===== config.mk =====
export PLATFORM = sky130hd
export DESIGN_NAME = aes_key_sched_ctrl
export DESIGN_NICKNAME = d
export VERILOG_FILES = /design/src/rtl/aes_key_sched_ctrl.sv
export SDC_FILE = /design/constraint.sdc
export NUM_CORES = 1
export LEC_CHECK = 0
export ABC_AREA = 1
export BUFFER_PORTS_ARGS = -buffer_cell sky130_fd_sc_hd__buf_2
export CAP_MARGIN = 5
export CORE_AREA = 2 2 210 212
export CTS_BUF_LIST = sky130_fd_sc_hd__clkbuf_2
export CTS_CLUSTER_SIZE = 12
export DETAILED_ROUTE_END_ITERATION = 10
export DIE_AREA = 0 0 212 214
export SYNTH_ARGS = -nofsm -noshare
export SYNTH_HDL_FRONTEND = slang
export SYNTH_SLANG_ARGS = --single-unit

===== constraint.sdc =====
create_clock -name clk -period 1.76 [get_ports clk]
set_input_delay 0.176 -clock clk [delete_from_list [all_inputs] [get_ports clk]]
set_output_delay 0.176 -clock clk [all_outputs]
set_load 0.02 [all_outputs]

===== src/rtl/aes_key_sched_ctrl.sv =====
// AES-128 key-schedule sequencer: drives an external key-generator datapath, streams round keys 0..NUM_ROUNDS on valid/ready.
// 4 cycles per round at full rate (EMIT, STEP x2, CAPT); stall holds EMIT. Optional abort_i under AES_KEY_SCHED_ABORT_EN.
module aes_key_sched_ctrl #(
  parameter int NUM_ROUNDS = 10
) (
  input  logic         clk,
  input  logic         nrst,
`ifdef AES_KEY_SCHED_ABORT_EN
  input  logic         abort_i,
`endif
  input  logic         start_i,
  input  logic [127:0] key_i,
  output logic         busy_o,
  output logic         done_o,
  output logic         kg_en_o,
  output logic         kg_next_rnd_o,
  output logic [3:0]   kg_rnd_number_o,
  output logic [7:0]   kg_rcon_o,
  output logic [127:0] kg_key_o,
  input  logic [127:0] kg_key_i,
  output logic         rk_valid_o,
  input  logic         rk_ready_i,
  output logic [3:0]   rk_idx_o,
  output logic [127:0] rk_o
);

  typedef enum logic [2:0] {
    S_IDLE = 3'd0,
    S_EMIT = 3'd1,
    S_STEP = 3'd2,
    S_CAPT = 3'd3,
    S_DONE = 3'd4
  } state_t;

  localparam logic [3:0] LP_LAST = 4'(NUM_ROUNDS);

  state_t       r_state;
  state_t       w_state_nxt;
  logic [3:0]   r_idx;
  logic         r_phase;
  logic [127:0] r_key;
  logic [7:0]   r_rcon;
  logic         w_load;
  logic         w_capt;
  logic         w_abort;
  logic [7:0]   w_rcon_nxt;

`ifdef AES_KEY_SCHED_ABORT_EN
  assign w_abort = abort_i && (r_state != S_IDLE);
`else
  assign w_abort = 1'b0;
`endif

  // xtime in GF(2^8): next round constant
  assign w_rcon_nxt = {r_rcon[6:0], 1'b0} ^ (r_rcon[7] ? 8'h1B : 8'h00);

  always_ff @(posedge clk or negedge nrst) begin
    if (!nrst) begin
      r_state <= S_IDLE;
      r_idx   <= 4'd0;
      r_phase <= 1'b0;
      r_key   <= 128'd0;
      r_rcon  <= 8'h01;
    end else begin
      r_state <= w_state_nxt;
      if ((r_state == S_STEP) && !w_abort) begin
        r_phase <= ~r_phase;
      end else begin
        r_phase <= 1'b0;
      end
      if (w_load) begin
        r_key  <= key_i;
        r_idx  <= 4'd0;
        r_rcon <= 8'h01;
      end else if (w_capt) begin
        r_key  <= kg_key_i;
        r_idx  <= r_idx + 4'd1;
        r_rcon <= w_rcon_nxt;
      end
    end
  end

  always_comb begin
    w_state_nxt   = r_state;
    w_load        = 1'b0;
    w_capt        = 1'b0;
    busy_o        = 1'b1;
    done_o        = 1'b0;
    kg_en_o       = 1'b0;
    kg_next_rnd_o = 1'b0;
    rk_valid_o    = 1'b0;
    case (r_state)
      S_IDLE: begin
        busy_o = 1'b0;
        if (start_i) begin
          w_load      = 1'b1;
          w_state_nxt = S_EMIT;
        end
      end
      S_EMIT: begin
        rk_valid_o = 1'b1;
        if (rk_ready_i) begin
          w_state_nxt = (r_idx == LP_LAST) ? S_DONE : S_STEP;
        end
      end
      S_STEP: begin
        kg_en_o       = 1'b1;
        // round 1 seeds the datapath from the cipher key, later rounds chain
        kg_next_rnd_o = (r_idx != 4'd0);
        if (r_phase) begin
          w_state_nxt = S_CAPT;
        end
      end
      S_CAPT: begin
        w_capt      = 1'b1;
        w_state_nxt = S_EMIT;
      end
      S_DONE: begin
        done_o      = 1'b1;
        w_state_nxt = S_IDLE;
      end
      default: begin
        w_state_nxt = S_IDLE;
      end
    endcase
    if (w_abort) begin
      w_capt      = 1'b0;
      w_state_nxt = S_IDLE;
    end
  end

  assign kg_rnd_number_o = r_idx;
  assign kg_rcon_o       = r_rcon;
  assign kg_key_o        = r_key;
  assign rk_idx_o        = r_idx;
  assign rk_o            = r_key;

endmodule

==> results of run 1 <==
-- synth_stat cells, drive strengths merged --
cell	count	area, µm²
nand2	402	1520
buf	169	1250
dfrtp	143	3580
nand3	134	676
inv	18	67.6
nor2	10	42.5
clkbuf	6	22.5
o22ai	6	37.5
o21ai	5	25.0
ha	3	37.5
xnor2	3	26.3
nor3	2	10.0
a21oi	1	5.00
dfstp	1	26.3
nand3b	1	7.51
o211ai	1	7.51
or2	1	6.26
-- through the flow --
stage | worst slack, ns | instances | area (µm²) | util, %
global placement | 0.222 | 1864 | 9690 | 22.6
floorplan | 0.409 | 906 | 7350 | -
detailed placement | 0.180 | 1864 | 9690 | 22.6
-- kinds of logic after synthesis --
logic type / count (synthesis) / synth area share (%)
AOI/OAI and AO/OA: 13 / 1.02
and+or+nand+nor: 550 / 30.8
buffers and inverters: 193 / 18.3
adders and majority gates: 3 / 0.511
xor gates and xnor gates: 3 / 0.358
DFF: 144 / 49.1
==> results_dict.tcl, run 1 <==
set metrics [dict create \
    cts_hold_buf 385 \
    fp.dieH_um 214 \
    cts_sinks 144 \
    synth-seq-cells 144 \
    io_pins 537 \
    yosys_warnings 0 \
    dp_hpwl_um 20000 \
    synth_nets 1169 \
    portBuffers 536 \
    clockBufferDepth 2 \
    post_cts_resized 574 \
    cts_root_buffer "clkbuf_2" \
    ys_seq_area_share_pct 49.1 \
    cts_buffers 17 \
    die_w_um 212 \
    start_util_pct 17.1 \
    routabilityCongestion 0.815 \
    outcome.stop_stage "clock tree synthesis (4_1_cts)" \
    first-error "[ERROR RSZ-0060] Max buffer count reached." \
    syn_area_um2 7350 \
    synth.distinct_cells 24 \
    status "did not finish" \
    placementRows 76 \
    synth_area_per_cell_um2 8.11 \
    postCtsSetupBuffers 27 \
    htree_levels 4 \
    netlist_instances 906 \
]
==> run 2, diff against run 1 <==
--- a/config.mk
+++ b/config.mk
@@ -9,10 +9,9 @@
 export BUFFER_PORTS_ARGS = -buffer_cell sky130_fd_sc_hd__buf_2
 export CAP_MARGIN = 5
 export CORE_AREA = 2 2 210 212
-export CTS_BUF_LIST = sky130_fd_sc_hd__clkbuf_2
-export CTS_CLUSTER_SIZE = 12
 export DETAILED_ROUTE_END_ITERATION = 10
 export DIE_AREA = 0 0 212 214
+export PLACE_DENSITY_LB_ADDON = 0.15
 export SYNTH_ARGS = -nofsm -noshare
 export SYNTH_HDL_FRONTEND = slang
 export SYNTH_SLANG_ARGS = --single-unit
==> results_dict.tcl, run 2 <==
set metrics [dict create \
    status "finished, final reports clean" \
    async_reset_ff_share_pct 100 \
    yosys_warnings 0 \
    grt_max_degree 67 \
    synth.distinct_cells 24 \
    io_pins 537 \
    via_per_inst 3.79 \
    drive_above_1_share_pct 38.1 \
    hold_path_startpoint "start_i" \
    portBuffers 536 \
    power_leakage_nw 6.80 \
    worst-setup-path-type "flop to output port" \
    cp.buffers_inverters 3 \
    maxSlewViolCount 0 \
    cp_slowest_cell "dfrtp_1" \
    syn_area_um2 7350 \
    cts_buffers 17 \
    finalWorstSetupSlack_ns 0.127 \
    maxCapViolations 0 \
    start_util_pct 17.1 \
    setup_viol 0 \
    reg2reg_to "kg_key_o[86]" \
    placed_area_um2 9820 \
    ant_nets 0 \
    syn2layout_area_growth_pct 76.4 \
    synth_most_common_cell "nand2_1" \
    ys_seq_area_share_pct 49.1 \
    worstSkewPairLatency_ns 0.45 \
    powerDensity_nw_per_um2 1750 \
    antenna_cells 0 \
    drc_errors 0 \
    drt_wl_total_um 30600 \
    final_common_cell "buf_2" \
    cts_tree "done" \
    die_area_um2 45400 \
    routabilityCongestion 0.727 \
    fmax_mhz 612 \
    synth_area_per_cell_um2 8.11 \
    hold_viol 0 \
    grt_overflow_total 0 \
    synth_common_cells "400 x nand2_1, 143 x dfrtp_1, 135 x buf_4" \
    hold_end "kg_rcon_o[0]" \
    hold_path_depth 3 \
    clockBufferDepth 2 \
    dp_hpwl_um 22100 \
    synth_edf_count 0 \
    critPathLaunchType "flop" \
    placementRows 76 \
    finalCritPeriodShare_pct 92.8 \
    drtIter0Drc 269 \
    synth_top_cell_by_area "dfrtp_1" \
    max_slew_margin_pct 68.0 \
    synth_top_cell_area_share_pct 48.7 \
    period_minus_slack_ns 1.63 \
    end_kind "output port" \
    reg2reg_slack_ns 0.16 \
    grt_setup_unrepaired "no" \
    cts_sinks 144 \
    ir_worst_vdd_mv 1.06 \
    die_w_um 212 \
    fillers 4622 \
    synth-seq-cells 144 \
    vias 8212 \
    antenna_found_initial 0 \
    fp.dieH_um 214 \
    synth_nets 1169 \
    grt_pass1_vias 8475 \
    worst_pin_slew_ns 0.480 \
    grt_pass1_wl_um 46900 \
    crit_top_cell "inv_1" \
    grt_use_total_pct 13.5 \
    worst_ep_required_time_ns 1.58 \
    largest_reg_flops 128 \
    worstPathMaxFanout 6 \
    critical_path_arrival_ns 1.46 \
    mostFrequentLayoutCells "534 x buf_2, 399 x nand2_1, 258 x dlygate4sd3_1" \
    coreArea_um2 42900 \
    netlist_instances 906 \
    cp_cell_sequence "inv_1 -> nand3_1 -> inv_1 -> buf_2" \
    crit_family "buffers and inverters" \
    dominantRegCellSynth "dfrtp_1" \
    htree_levels 4 \
    nets 1831 \
    drt-wirelength-per-cell_um 14.2 \
    rr_startpoint "r_state[1]" \
    drt_first_pass_iters 4 \
    cts_root_buffer "clkbuf_16" \
    hp-class "input pin to flop" \
    skew_ns 0.00598 \
    setup-tns-final_ns 0 \
    max_stage_delay_ns 0.40 \
    place_ws_ns 0.149 \
    r2r_cells 7 \
    synthTopCellsByArea "dfrtp_1 49%, nand2_1 20%, buf_4 14%, nand3_1 9.1%, buf_6 1.7%" \
    fin_area_um2 13000 \
    clkTransAtPathRegs_ns 0.06 \
]
==> run 2: where the power goes <==
part           switching [mW]  internal [mW]
logic                    8.35           4.41
clock network            1.47           1.96
registers                1.51           4.98
total                    11.3           11.3
==> run 2: worst max-delay path by stage <==
stage | start | end | slack, ns | cells past startpoint
finish | r_state[2] | rk_valid_o | 0.13 | 4
global placement | r_state[1] | kg_key_o[40] | 0.18 | 7
CTS | r_state[1] | kg_next_rnd_o | 0.008 | 5
global route | r_state[2] | kg_key_o[15] | 0.008 | 7
detailed placement | r_state[1] | kg_key_o[47] | 0.15 | 7
floorplan | r_state[1] | kg_key_o[0] | 0.41 | 8
==> run 2: worst register-to-register path, delay by kind of cell, from the launching register on <==
kind                   cells  cell delay, ns
AND/OR/NAND/NOR            5            0.73
flip-flops                 1            0.42
buffers and inverters      2            0.35
==> run 2: through the flow <==
stage                     hold slack [ns]  util, %  std cells  total power [mW]
final                               0.146     30.2       2164              22.7
after global routing                0.139     30.2       2164              24.4
after CTS                           0.104     30.2       2162              23.1
after detailed placement            0.164     22.9       1874              19.0
after global placement              0.167     22.9       1874              19.0
after floorplan                    -0.120        -        906              15.9
==> run 2: logic make-up (layout without fill, tap and decap cells) <==
kind of cell	after synthesis	count (layout)	synth area share (%)
DFF	144	144	49.1
buffers and inverters	193	866	18.3
adders and majority gates	3	3	0.511
xor gates and xnor gates	3	3	0.358
AOI/OAI and AO/OA	13	13	1.02
and+or+nand+nor	550	550	30.8
==> run 2: routing by layer <==
metal | track usage (%) | part of all wire, %
met2 | 24.9 | 52
met4 | 3.78 | 1.2
met5 | 0 | 0
met1 | 14.9 | 40
met3 | 3.67 | 6.4
==> run 2: area by class of cell <==
class	instances	area (µm²)	share of cell area (%)
Timing Repair Buffer	818	5600	43.2
Sequential cell	144	3610	27.8
Multi-Input combinational cell	569	2410	18.6
Tap cell	585	732	5.65
Clock buffer	24	502	3.87
Inverter	18	75.1	0.579
Clock inverter	6	32.5	0.251
==> run 2: what timing repair did <==
item / 4_1_cts / 5_1_grt
pin swaps: 0 / 0
setup endpoints to repair: 1 / 1
cloned: 0 / 0
setup buffers: 0 / 2
endpoints found under the hold margin: 165 / 0
hold buffers: 258 / 0
gates resized for setup: 2 / 3
No activity file was read; power rests on OpenSTA's default activity.
==> run 3, diff against run 2 <==
--- a/config.mk
+++ b/config.mk
@@ -11,6 +11,7 @@
 export CORE_AREA = 2 2 210 212
 export DETAILED_ROUTE_END_ITERATION = 10
 export DIE_AREA = 0 0 212 214
+export MAX_ROUTING_LAYER = met4
 export PLACE_DENSITY_LB_ADDON = 0.15
 export SYNTH_ARGS = -nofsm -noshare
 export SYNTH_HDL_FRONTEND = slang
==> results_dict.tcl, run 3 (synthesis results as in run 2) <==
set metrics [dict create \
    antenna_found_initial 0 \
    drive_above_1_share_pct 38.1 \
    drt-wirelength-per-cell_um 14.2 \
    hold_path_depth 3 \
    finalCritPeriodShare_pct 93.3 \
    hold_viol 0 \
    grt_pass1_wl_um 46900 \
    worst-setup-path-type "flop to output port" \
    coreArea_um2 42900 \
    hold_path_startpoint "start_i" \
    worstSetupPathDepth 4 \
    worst_pin_slew_ns 0.487 \
    mostFrequentLayoutCells "534 x buf_2, 399 x nand2_1, 258 x dlygate4sd3_1" \
    cts_root_buffer "clkbuf_16" \
    hold_ws_ns 0.139 \
    ant_nets 0 \
    grt_overflow_total 0 \
    clockBufferDepth 2 \
    grt_use_total_pct 13.9 \
    nets 1831 \
    syn2layout_area_growth_pct 76.4 \
    end_kind "output port" \
    fmax_mhz 609 \
    power_leakage_nw 6.80 \
    via_per_inst 3.80 \
    cp_cell_sequence "inv_1 -> nand3_1 -> inv_1 -> buf_2" \
    drt_first_pass_iters 4 \
    final_common_cell "buf_2" \
    cp.buffers_inverters 3 \
    setup-tns-final_ns 0 \
    cp_slowest_cell "dfrtp_1" \
    critPathLaunchType "flop" \
    worst_ep_required_time_ns 1.58 \
    drc_errors 0 \
    io_pins 537 \
    cts_buffers 17 \
    skew_ns 0.0153 \
    startpoint "r_state[2]" \
    drtIter0Drc 329 \
    antenna_cells 0 \
    max_slew_margin_pct 67.5 \
    clkTransAtPathRegs_ns 0.06 \
    r2r_cells 7 \
    portBuffers 536 \
    grt_max_degree 67 \
    vias 8221 \
    rr_startpoint "r_state[1]" \
    powerDensity_nw_per_um2 1750 \
    crit_top_cell "inv_1" \
    drt_wl_total_um 30700 \
    status "finished, final reports clean" \
    ir_worst_vdd_mv 1.06 \
    worstPathMaxFanout 6 \
    fillers 4622 \
    cts_tree "done" \
    start_util_pct 17.1 \
    routabilityCongestion 0.736 \
    cts_sinks 144 \
    p_total_mw 22.7 \
    critical_path_arrival_ns 1.47 \
    period_minus_slack_ns 1.64 \
    hp-class "input pin to flop" \
    crit_family "buffers and inverters" \
    grt_setup_unrepaired "no" \
    largest_reg_flops 128 \
    die_area_um2 45400 \
    grt_pass1_vias 8470 \
    fp.dieH_um 214 \
    maxSlewViolCount 0 \
    die_w_um 212 \
    max_stage_delay_ns 0.40 \
    worstSkewPairLatency_ns 0.45 \
    placementRows 76 \
    setup_viol 0 \
    fin_util_pct 30.2 \
    maxCapViolations 0 \
    dp_hpwl_um 22100 \
    htree_levels 4 \
]
[run 3: cell counts in the layout (fill, tap and decap cells not counted)]
Identical to the previous run, type by type.
[run 3: worst paths after layout]
kind                                      to  slack, ns
worst max-delay path              rk_valid_o       0.12
worst min-delay path            kg_rcon_o[0]       0.14
worst max register to register  kg_key_o[86]       0.16
worst min register to register  kg_key_o[46]       0.50
max in group asynchronous       kg_rcon_o[0]       0.87
min in group asynchronous       kg_key_o[23]       0.25
[run 3: worst min-delay path, delay by kind of cell]
family          cells  cell delay (ns)
buf+inv             1             0.11
simple gates        1             0.17
compound gates      1             0.12
[run 3: power breakdown]
part / internal, mW / switching, mW
sequential: 4.98 / 1.50
clock: 1.96 / 1.46
combinational: 4.41 / 8.34
total: 11.3 / 11.3
[run 3: metal layers]
layer  vias up  global-route usage, %  part of all wire, %
li1       4050                      -                    -
met1      3857                   14.9                   41
met2       291                   25.0                   52
met3        23                   3.61                  5.9
met4         0                   3.71                  1.4
met5         -                      -                    0
[run 3: stage by stage]
stage	cell area, µm²	std cells	setup WS (ns)
floorplan	7350	906	0.409
global placement	9820	1874	0.185
detailed placement	9820	1874	0.149
CTS	12900	2162	0.00845
global route	13000	2164	0.00324
finish	13000	2164	0.118
[run 3: area by class of cell]
class / count / area (µm²) / share of cell area, %
clock buffers: 24 / 502 / 3.87
clock inverters: 6 / 32.5 / 0.251
inverters: 18 / 75.1 / 0.579
multi-input cells: 569 / 2410 / 18.6
flip-flops and latches: 144 / 3610 / 27.8
well taps: 585 / 732 / 5.65
repair buffers: 818 / 5600 / 43.2
[run 3: repair_timing]
action | CTS | global route
resized for setup | 2 | 3
setup buffers | 0 | 2
hold buffers | 258 | 0
endpoints found under the hold margin | 165 | 0
endpoints found under the setup margin | 1 | 1
